**src/rtl/ecc_mem_ctrl.sv**
```systemverilog
`default_nettype none
// +--------------------------------------------------------------------------+
// | ecc_mem_ctrl: ECC array port arbiter, host/scrub, corrected write-back    |
// | Rev 1.0                                                                  |
// +--------------------------------------------------------------------------+
module ecc_mem_ctrl #(
  parameter int AW             = 4,
  parameter int DW             = 8,
  parameter int SCRUB_INTERVAL = 64,
  parameter int CNT_W          = 8
) (
  input  logic             clk,
  input  logic             rst_n,
  input  logic             host_req,
  input  logic             host_we,
  input  logic [AW-1:0]    host_addr,
  input  logic [DW-1:0]    host_wdata,
  output logic             host_ack,
  output logic [DW-1:0]    host_rdata,
  output logic             host_err,
  output logic [AW-1:0]    mem_addr,
  output logic             mem_we,
  output logic [DW-1:0]    mem_wdata,
  input  logic [DW-1:0]    mem_rdata,
  input  logic             mem_err,
  input  logic             scrub_en,
  input  logic             err_clr,
  output logic [CNT_W-1:0] err_count,
  output logic             busy
);

  localparam int            TW         = $clog2(SCRUB_INTERVAL);
  localparam logic [TW-1:0] TIMER_LAST = TW'(SCRUB_INTERVAL - 1);

  typedef enum logic [2:0] {
    IDLE  = 3'd0,
    H_WR  = 3'd1,
    H_RD  = 3'd2,
    H_RDW = 3'd3,
    S_RD  = 3'd4,
    S_RDW = 3'd5,
    WB    = 3'd6
  } state_e;

  state_e           state_q, state_d;
  logic [AW-1:0]    maddr_q, maddr_d;
  logic             mwe_q, mwe_d;
  logic [DW-1:0]    mwdata_q, mwdata_d;
  logic [DW-1:0]    rdata_q, rdata_d;
  logic             herr_q, herr_d;
  logic [AW-1:0]    ptr_q, ptr_d;
  logic [TW-1:0]    timer_q, timer_d;
  logic             pend_q, pend_d;
  logic [CNT_W-1:0] cnt_q, cnt_d;

  always_comb begin
    state_d  = state_q;
    maddr_d  = maddr_q;
    mwe_d    = 1'b0;
    mwdata_d = mwdata_q;
    rdata_d  = rdata_q;
    herr_d   = herr_q;
    ptr_d    = ptr_q;
    timer_d  = timer_q;
    pend_d   = pend_q;
    cnt_d    = cnt_q;

    // mem_addr stays put through the read-wait state, so WB reuses it
    case (state_q)
      IDLE: begin
        if (host_req) begin
          maddr_d = host_addr;
          if (host_we) begin
            state_d  = H_WR;
            mwe_d    = 1'b1;
            mwdata_d = host_wdata;
          end else begin
            state_d = H_RD;
          end
        end else if (pend_q) begin
          pend_d  = 1'b0;
          maddr_d = ptr_q;
          state_d = S_RD;
        end
      end
      H_WR:  state_d = IDLE;
      H_RD:  state_d = H_RDW;
      H_RDW: begin
        rdata_d = mem_rdata;
        herr_d  = mem_err;
        if (mem_err) begin
          state_d  = WB;
          mwe_d    = 1'b1;
          mwdata_d = mem_rdata;
        end else begin
          state_d = IDLE;
        end
      end
      S_RD:  state_d = S_RDW;
      S_RDW: begin
        ptr_d = ptr_q + 1'b1;
        if (mem_err) begin
          state_d  = WB;
          mwe_d    = 1'b1;
          mwdata_d = mem_rdata;
        end else begin
          state_d = IDLE;
        end
      end
      WB: begin
        if (cnt_q != '1) cnt_d = cnt_q + 1'b1;
        state_d = IDLE;
      end
      default: state_d = IDLE;
    endcase

    // A fresh expiry overrides the dispatch clear in the same cycle
    if (scrub_en) begin
      if (timer_q == TIMER_LAST) begin
        timer_d = '0;
        pend_d  = 1'b1;
      end else begin
        timer_d = timer_q + 1'b1;
      end
    end

    if (err_clr) cnt_d = '0;
  end

  always_ff @(posedge clk or negedge rst_n) begin
    if (!rst_n) begin
      state_q  <= IDLE;
      maddr_q  <= '0;
      mwe_q    <= 1'b0;
      mwdata_q <= '0;
      rdata_q  <= '0;
      herr_q   <= 1'b0;
      ptr_q    <= '0;
      timer_q  <= '0;
      pend_q   <= 1'b0;
      cnt_q    <= '0;
    end else begin
      state_q  <= state_d;
      maddr_q  <= maddr_d;
      mwe_q    <= mwe_d;
      mwdata_q <= mwdata_d;
      rdata_q  <= rdata_d;
      herr_q   <= herr_d;
      ptr_q    <= ptr_d;
      timer_q  <= timer_d;
      pend_q   <= pend_d;
      cnt_q    <= cnt_d;
    end
  end

  // Read data bypasses the holding register during the ack cycle
  assign host_ack   = (state_q == H_WR) || (state_q == H_RDW);
  assign host_rdata = (state_q == H_RDW) ? mem_rdata : rdata_q;
  assign host_err   = (state_q == H_RDW) ? mem_err : herr_q;
  assign mem_addr   = maddr_q;
  assign mem_we     = mwe_q;
  assign mem_wdata  = mwdata_q;
  assign err_count  = cnt_q;
  assign busy       = (state_q != IDLE);

endmodule
`default_nettype wire

```
**config.mk**
```make
export PLATFORM = sky130hd
export DESIGN_NAME = ecc_mem_ctrl
export DESIGN_NICKNAME = d
export VERILOG_FILES = /design/src/rtl/ecc_mem_ctrl.sv
export SDC_FILE = /design/constraint.sdc
export NUM_CORES = 1
export LEC_CHECK = 0
export CORE_ASPECT_RATIO = 1.75
export CORE_MARGIN = 1
export CORE_UTILIZATION = 40
export CTS_BUF_LIST = sky130_fd_sc_hd__clkbuf_8
export DETAILED_ROUTE_END_ITERATION = 12
export DONT_BUFFER_PORTS = 1
export MAX_ROUTING_LAYER = met4
export SETUP_SLACK_MARGIN = 0.4
export SLEW_MARGIN = 20
export SYNTH_ARGS = -nofsm -noshare
export SYNTH_HDL_FRONTEND = slang
export SYNTH_SLANG_ARGS = --single-unit
```
**constraint.sdc**
```tcl
create_clock -name clk -period 1.65 [get_ports clk]
set_clock_uncertainty 0.15 [all_clocks]
set_input_delay 0.2475 -clock clk [delete_from_list [all_inputs] [get_ports clk]]
set_output_delay 0.2475 -clock clk [all_outputs]
set_load 0.05 [all_outputs]
```
# ---- Word level (Yosys, flattened, before mapping)
# Index checks and enable logic that the tools add are counted.
dict set report word_totals {
  input_bits 27
  regBits 44
}
dict set report classes {
  n_eq_ne 12
  addsub 3
  reduce_logical 11
  muxes 25
}
# operator n
set op_table {}
lappend op_table {{$mux 8} 7}
lappend op_table {{$pmux 8 s2} 1}
lappend op_table {{$pmux 3 s4} 1}
lappend op_table {{$eq 3x3->1 const B} 3}
lappend op_table {{$mux 3} 3}
lappend op_table {{$add 8x1->8 const B} 1}
lappend op_table {{$mux 1} 8}
lappend op_table {{$mux 4} 2}
lappend op_table {{$ne 8x8->1 const B} 1}
lappend op_table {{$reduce_bool 2->1} 4}
lappend op_table {{$add 6x1->6 const B} 1}
lappend op_table {{$eq 3x2->1 const B} 2}
lappend op_table {{$eq 6x6->1 const B} 1}
lappend op_table {{$mux 6} 1}
lappend op_table {{$add 4x1->4 const B} 1}
lappend op_table {{$ne 2x2->1 const B} 2}
lappend op_table {{$reduce_and 2->1} 2}
lappend op_table {{$reduce_and 4->1} 1}
lappend op_table {{$eq 3x1->1 const B} 1}
lappend op_table {{$logic_not 3->1} 1}
lappend op_table {{$ne 3x3->1 const B} 1}
lappend op_table {{$reduce_bool 3->1} 1}
lappend op_table {{$mux 2} 1}
lappend op_table {{$ne 2x1->1 const B} 1}
lappend op_table {{other kinds (3)} 3}

# ---- Longest topological paths before layout
dict set report logic_depth {
  depth_word 4
  ltp_mapped 6
}

# ---- Worst setup path after synthesis
# Ideal clock, no wire load.
dict set report synth_timing {
  path_type {reg-to-output}
  startpoint {register state_q[2]}
  endpoint {output host_rdata[0]}
  path_stages_with_launch 4
  slack_ns -0.395
  arrival_time_ns 1.648
  cell_sequence {dfrtp_1 -> and2b_1 -> nand2_1 -> mux2_2}
}
dict set report synth_between {
  elab_chain_cells 2
}
# element line
set synth_rtl {}
lappend synth_rtl {{start: declaration} 45} ;# state_e state_q, state_d;
lappend synth_rtl {{start signal: assignment} 143} ;# state_q <= state_d;
lappend synth_rtl {{$eq 3x2->1} 158} ;# assign host_rdata = (state_q == H_RDW) ? mem_rdata : rdata_q;
lappend synth_rtl {{$mux 8} n/a}
lappend synth_rtl {{end: declaration} 19} ;# output logic [DW-1:0] host_rdata,
# No other way between the ends.

# ---- Worst setup path in the final report
dict set report layout_timing {
  startpoint {register state_q[2]}
  endpoint {output host_rdata[4]}
}
# The elaborated chain is that of the path after synthesis.

==> impl_metrics.env <==
export IMPL_outcome="finished, violations left"
export IMPL_violations_in_the_final_reports="negative hold slack, negative setup slack"
export IMPL_synthesis_area_per_instance_um2=12.0
export IMPL_power_density_cell_area_mw_per_mm2=1990
export IMPL_htree_levels=2
export IMPL_synth_ff_type="sky130_fd_sc_hd__dfrtp_1"
export IMPL_unrepaired_setup_endpoints_after_global_routing="yes"
export IMPL_critical_path_cell_chain="and2b_4 > nand2_8 > mux2_4"
export IMPL_power_ir_vdd_worst_v=0.00147
export IMPL_initial_core_util_pct=41.9
export IMPL_antenna_violating_nets_post_route=0
export IMPL_post_route_cells_drive_above_1_share_pct=58.8
export IMPL_tritoncts="done"
export IMPL_fillers=409
export IMPL_stdcell_area_mm2=0.00294
export IMPL_grt_first_pass_wirelength_mm=7.50
export IMPL_postPlaceCellArea_mm2=0.00238
export IMPL_final_period_utilization_pct=115
export IMPL_crit_path_max_incr_delay_ps=410
export IMPL_hold_path_class="input pin to async pin"
export IMPL_drc=0
export IMPL_max_slew_margin_rel_pct=77.3
export IMPL_antenna_found_initial=0
export IMPL_core_area_mm2=0.00498
export IMPL_routedWlPerCell_um=16.7
export IMPL_clock_root_buffer="sky130_fd_sc_hd__clkbuf_8"
export IMPL_worstSetupEndpointType="output port"
export IMPL_port_buffers=0
export IMPL_setup_tns_final_ps=-3560
export IMPL_cp_max_fo=9
export IMPL_die_area_mm2=0.00552
export IMPL_design_final_nets=251
export IMPL_finalWirelength_mm=4.60
export IMPL_worstSetupStartpointType="flop"
export IMPL_cp_data_arrival_time_ps=1510
export IMPL_r2r_setup_slack_ps=-140
export IMPL_setup_worst_path_class="flop to output port"
export IMPL_clock_sinks=44
export IMPL_library_cell_contributing_the_largest_single_delay_on_the_critical_path="sky130_fd_sc_hd__dfrtp_1"
export IMPL_count_of_tritonroute_iterations_in_the_first_routing_pass=4
export IMPL_synthDistinctLibCells=41
export IMPL_antennaDiodeCount=0
export IMPL_worst_ep_required_time_ps=1250
export IMPL_maxCapViolCount=0
export IMPL_synthArstFlopShare_pct=100
export IMPL_gp_routability_congestion=0.748
export IMPL_crit_start="state_q[2]"
export IMPL_drt_iter0_drc=45
export IMPL_die_w_um=56.6
export IMPL_ys_ff_latch=44
export IMPL_layout_area_seq_mm2=0.00113
export IMPL_synthesis_instances=174
export IMPL_register_area_share_after_synthesis_pct=52.8
export IMPL_finalCoreUtilization_pct=59.1
export IMPL_vias_per_cell=5.47
export IMPL_clock_pin_slew_reported_for_the_worst_setup_and_hold_paths_after_clock_tree_synthesis_ps=80
export IMPL_timing_max_transition_violations_final=0
export IMPL_actual_transition_at_the_worst_max_transition_pin_ps=340
export IMPL_synthesis_area_mm2=0.00209
export IMPL_cts_path_max_buffers=2
export IMPL_grt_usage_pct=17.7
export IMPL_grt_pass1_vias=1664
export IMPL_dpl_hpwl_mm=3.05
export IMPL_multi_input_logic_area_mm2=0.00116
export IMPL_placement_rows=34
export IMPL_grt_max_degree=45
export IMPL_route_vias_total=1503
export IMPL_synth_edf_count=0
export IMPL_power_static_leakage_nw=1.29
export IMPL_worstSkewPairLatency_ps=290
export IMPL_holdWs_ps=-512
export IMPL_numPlacedInstances=240
export IMPL_die_height_um=97.5
export IMPL_yosysWarnings=0
export IMPL_cts_hold_repair_buffers=6
export IMPL_ioPinCount=59
export IMPL_regToRegStartpoint="state_q[0]"
export IMPL_setup_viol_count_final=21
export IMPL_report_final_hold_viol_count=44
export IMPL_areaGrowthSynthToFinish_pct=41.0
export IMPL_clock_fmax_mhz=525
export IMPL_grt_ovfl_total=0
export IMPL_min_period_ps=1910
export IMPL_final_setup_worst_slack_ps=-255
export IMPL_non_filler_instance_count_after_layout=275
export IMPL_clock_buffers_created_by_tritoncts=5
export IMPL_syn_nets=204
[kinds of logic after synthesis]
kind of cell,Yosys count,share of synthesized area [%]
compound gates,26,8.46
flops,44,52.8
buf+inv,11,3.24
mux,32,16.9
xor+xnor,10,4.56
simple gates,48,12.2
fa+ha+maj,3,1.80
[where the power goes]
part / internal (mW) / total [mW] / switching, mW
combinational: 1.33 / 2.84 / 1.51
sequential: 1.53 / 2.38 / 0.849
clock: 0.282 / 0.628 / 0.346
total: 3.15 / 5.85 / 2.70
[timing repair]
item                       in CTS  in global routing
resized for setup              59                 16
gates cloned                    0                  1
setup buffers                  15                  6
setup endpoints to repair      73                 59
pin swaps                       5                 17
hold endpoints to repair       58                 44
[cell usage in the layout (no fill, tap or decap), types with 2 or more instances in the layout]
master and n:
sky130_fd_sc_hd__and3_4 2, sky130_fd_sc_hd__nor2_1 5, sky130_fd_sc_hd__o21a_1 2, sky130_fd_sc_hd__nand2_4 2, sky130_fd_sc_hd__o21ai_2 3, sky130_fd_sc_hd__a211oi_1 2, sky130_fd_sc_hd__inv_1 4, sky130_fd_sc_hd__dfrtp_1 23
sky130_fd_sc_hd__mux2_4 9, sky130_fd_sc_hd__xor2_1 2, sky130_fd_sc_hd__a21oi_2 2, sky130_fd_sc_hd__dfrtp_2 21, sky130_fd_sc_hd__nand2b_1 3, sky130_fd_sc_hd__buf_8 8, sky130_fd_sc_hd__buf_12 2, sky130_fd_sc_hd__nand2_8 2
sky130_fd_sc_hd__nor2_4 3, sky130_fd_sc_hd__o21ai_1 5, sky130_fd_sc_hd__a31oi_1 2, sky130_fd_sc_hd__mux2i_1 6, sky130_fd_sc_hd__and4_4 2, sky130_fd_sc_hd__buf_4 19, sky130_fd_sc_hd__xnor2_1 6, sky130_fd_sc_hd__xor2_2 2
sky130_fd_sc_hd__nand2_1 12, sky130_fd_sc_hd__mux2_2 17, sky130_fd_sc_hd__dlygate4sd3_1 6, sky130_fd_sc_hd__nand3_2 2, sky130_fd_sc_hd__a21oi_1 2, sky130_fd_sc_hd__nand4_1 2, sky130_fd_sc_hd__nor3_2 3, sky130_fd_sc_hd__clkbuf_8 5
sky130_fd_sc_hd__buf_6 11
[per-layer routing]
layer,vias to the layer above,track usage [%],part of all wire (%)
li1,703,-,-
met5,-,-,0
met1,745,19.5,37
met3,5,3.86,5.6
met4,0,5.82,1.4
met2,50,31.0,56
[critical path: cells and delay by family, from the launching register on]
family,cells,cell delay [ps]
mux,1,410
flops,1,410
simple gates,2,400
[through the flow]
stage	power [mW]	setup WS (ps)
after floorplan	4.24	-32.9
after global placement	4.52	-12.7
after detailed placement	4.62	-91.4
after CTS	5.69	-259
after global routing	6.14	-303
final	5.85	-255
[state kept, by name, summed over array words and instances, names as in the netlist]
name / cells
herr_q: 1
rdata_q: 8
timer_q: 6
mem_addr: 4
mem_wdata: 8
err_count: 8
ptr_q: 4
pend_q: 1
mem_we: 1
state_q: 3
[cells in the mapped netlist, types with 3 or more instances]
| cell type | n | share of area (%) |
|---|---|---|
| sky130_fd_sc_hd__a21oi_1 | 4 | 0.96 |
| sky130_fd_sc_hd__and4_1 | 3 | 1.3 |
| sky130_fd_sc_hd__buf_4 | 3 | 1.1 |
| sky130_fd_sc_hd__dfrtp_1 | 44 | 53 |
| sky130_fd_sc_hd__ha_1 | 3 | 1.8 |
| sky130_fd_sc_hd__inv_1 | 4 | 0.72 |
| sky130_fd_sc_hd__mux2_2 | 26 | 14 |
| sky130_fd_sc_hd__mux2i_1 | 6 | 2.9 |
| sky130_fd_sc_hd__nand2_1 | 15 | 2.7 |
| sky130_fd_sc_hd__nand2b_1 | 3 | 0.90 |
| sky130_fd_sc_hd__nand3_1 | 3 | 0.72 |
| sky130_fd_sc_hd__nor2_1 | 8 | 1.4 |
| sky130_fd_sc_hd__nor3_1 | 4 | 0.96 |
| sky130_fd_sc_hd__o21ai_0 | 6 | 1.4 |
| sky130_fd_sc_hd__xnor2_1 | 6 | 2.5 |
| sky130_fd_sc_hd__xor2_1 | 3 | 1.3 |
[final timing paths]
path,end,cells past startpoint
max,host_rdata[4],3
min,mem_addr[2],0
max reg2reg,mem_wdata[3],6
min reg2reg,timer_q[5],1
max in group asynchronous,mem_wdata[6],0
min in group clk,mem_addr[2],2
[area by class of cell]
type / count / area share, %
Sequential cell: 44 / 38.3
Multi-Input combinational cell: 119 / 39.4
Inverter: 4 / 0.511
Tap cell: 54 / 2.30
Clock buffer: 5 / 2.34
Clock inverter: 2 / 0.298
Timing Repair Buffer: 47 / 16.8
Power figures use the tool's default switching activity.
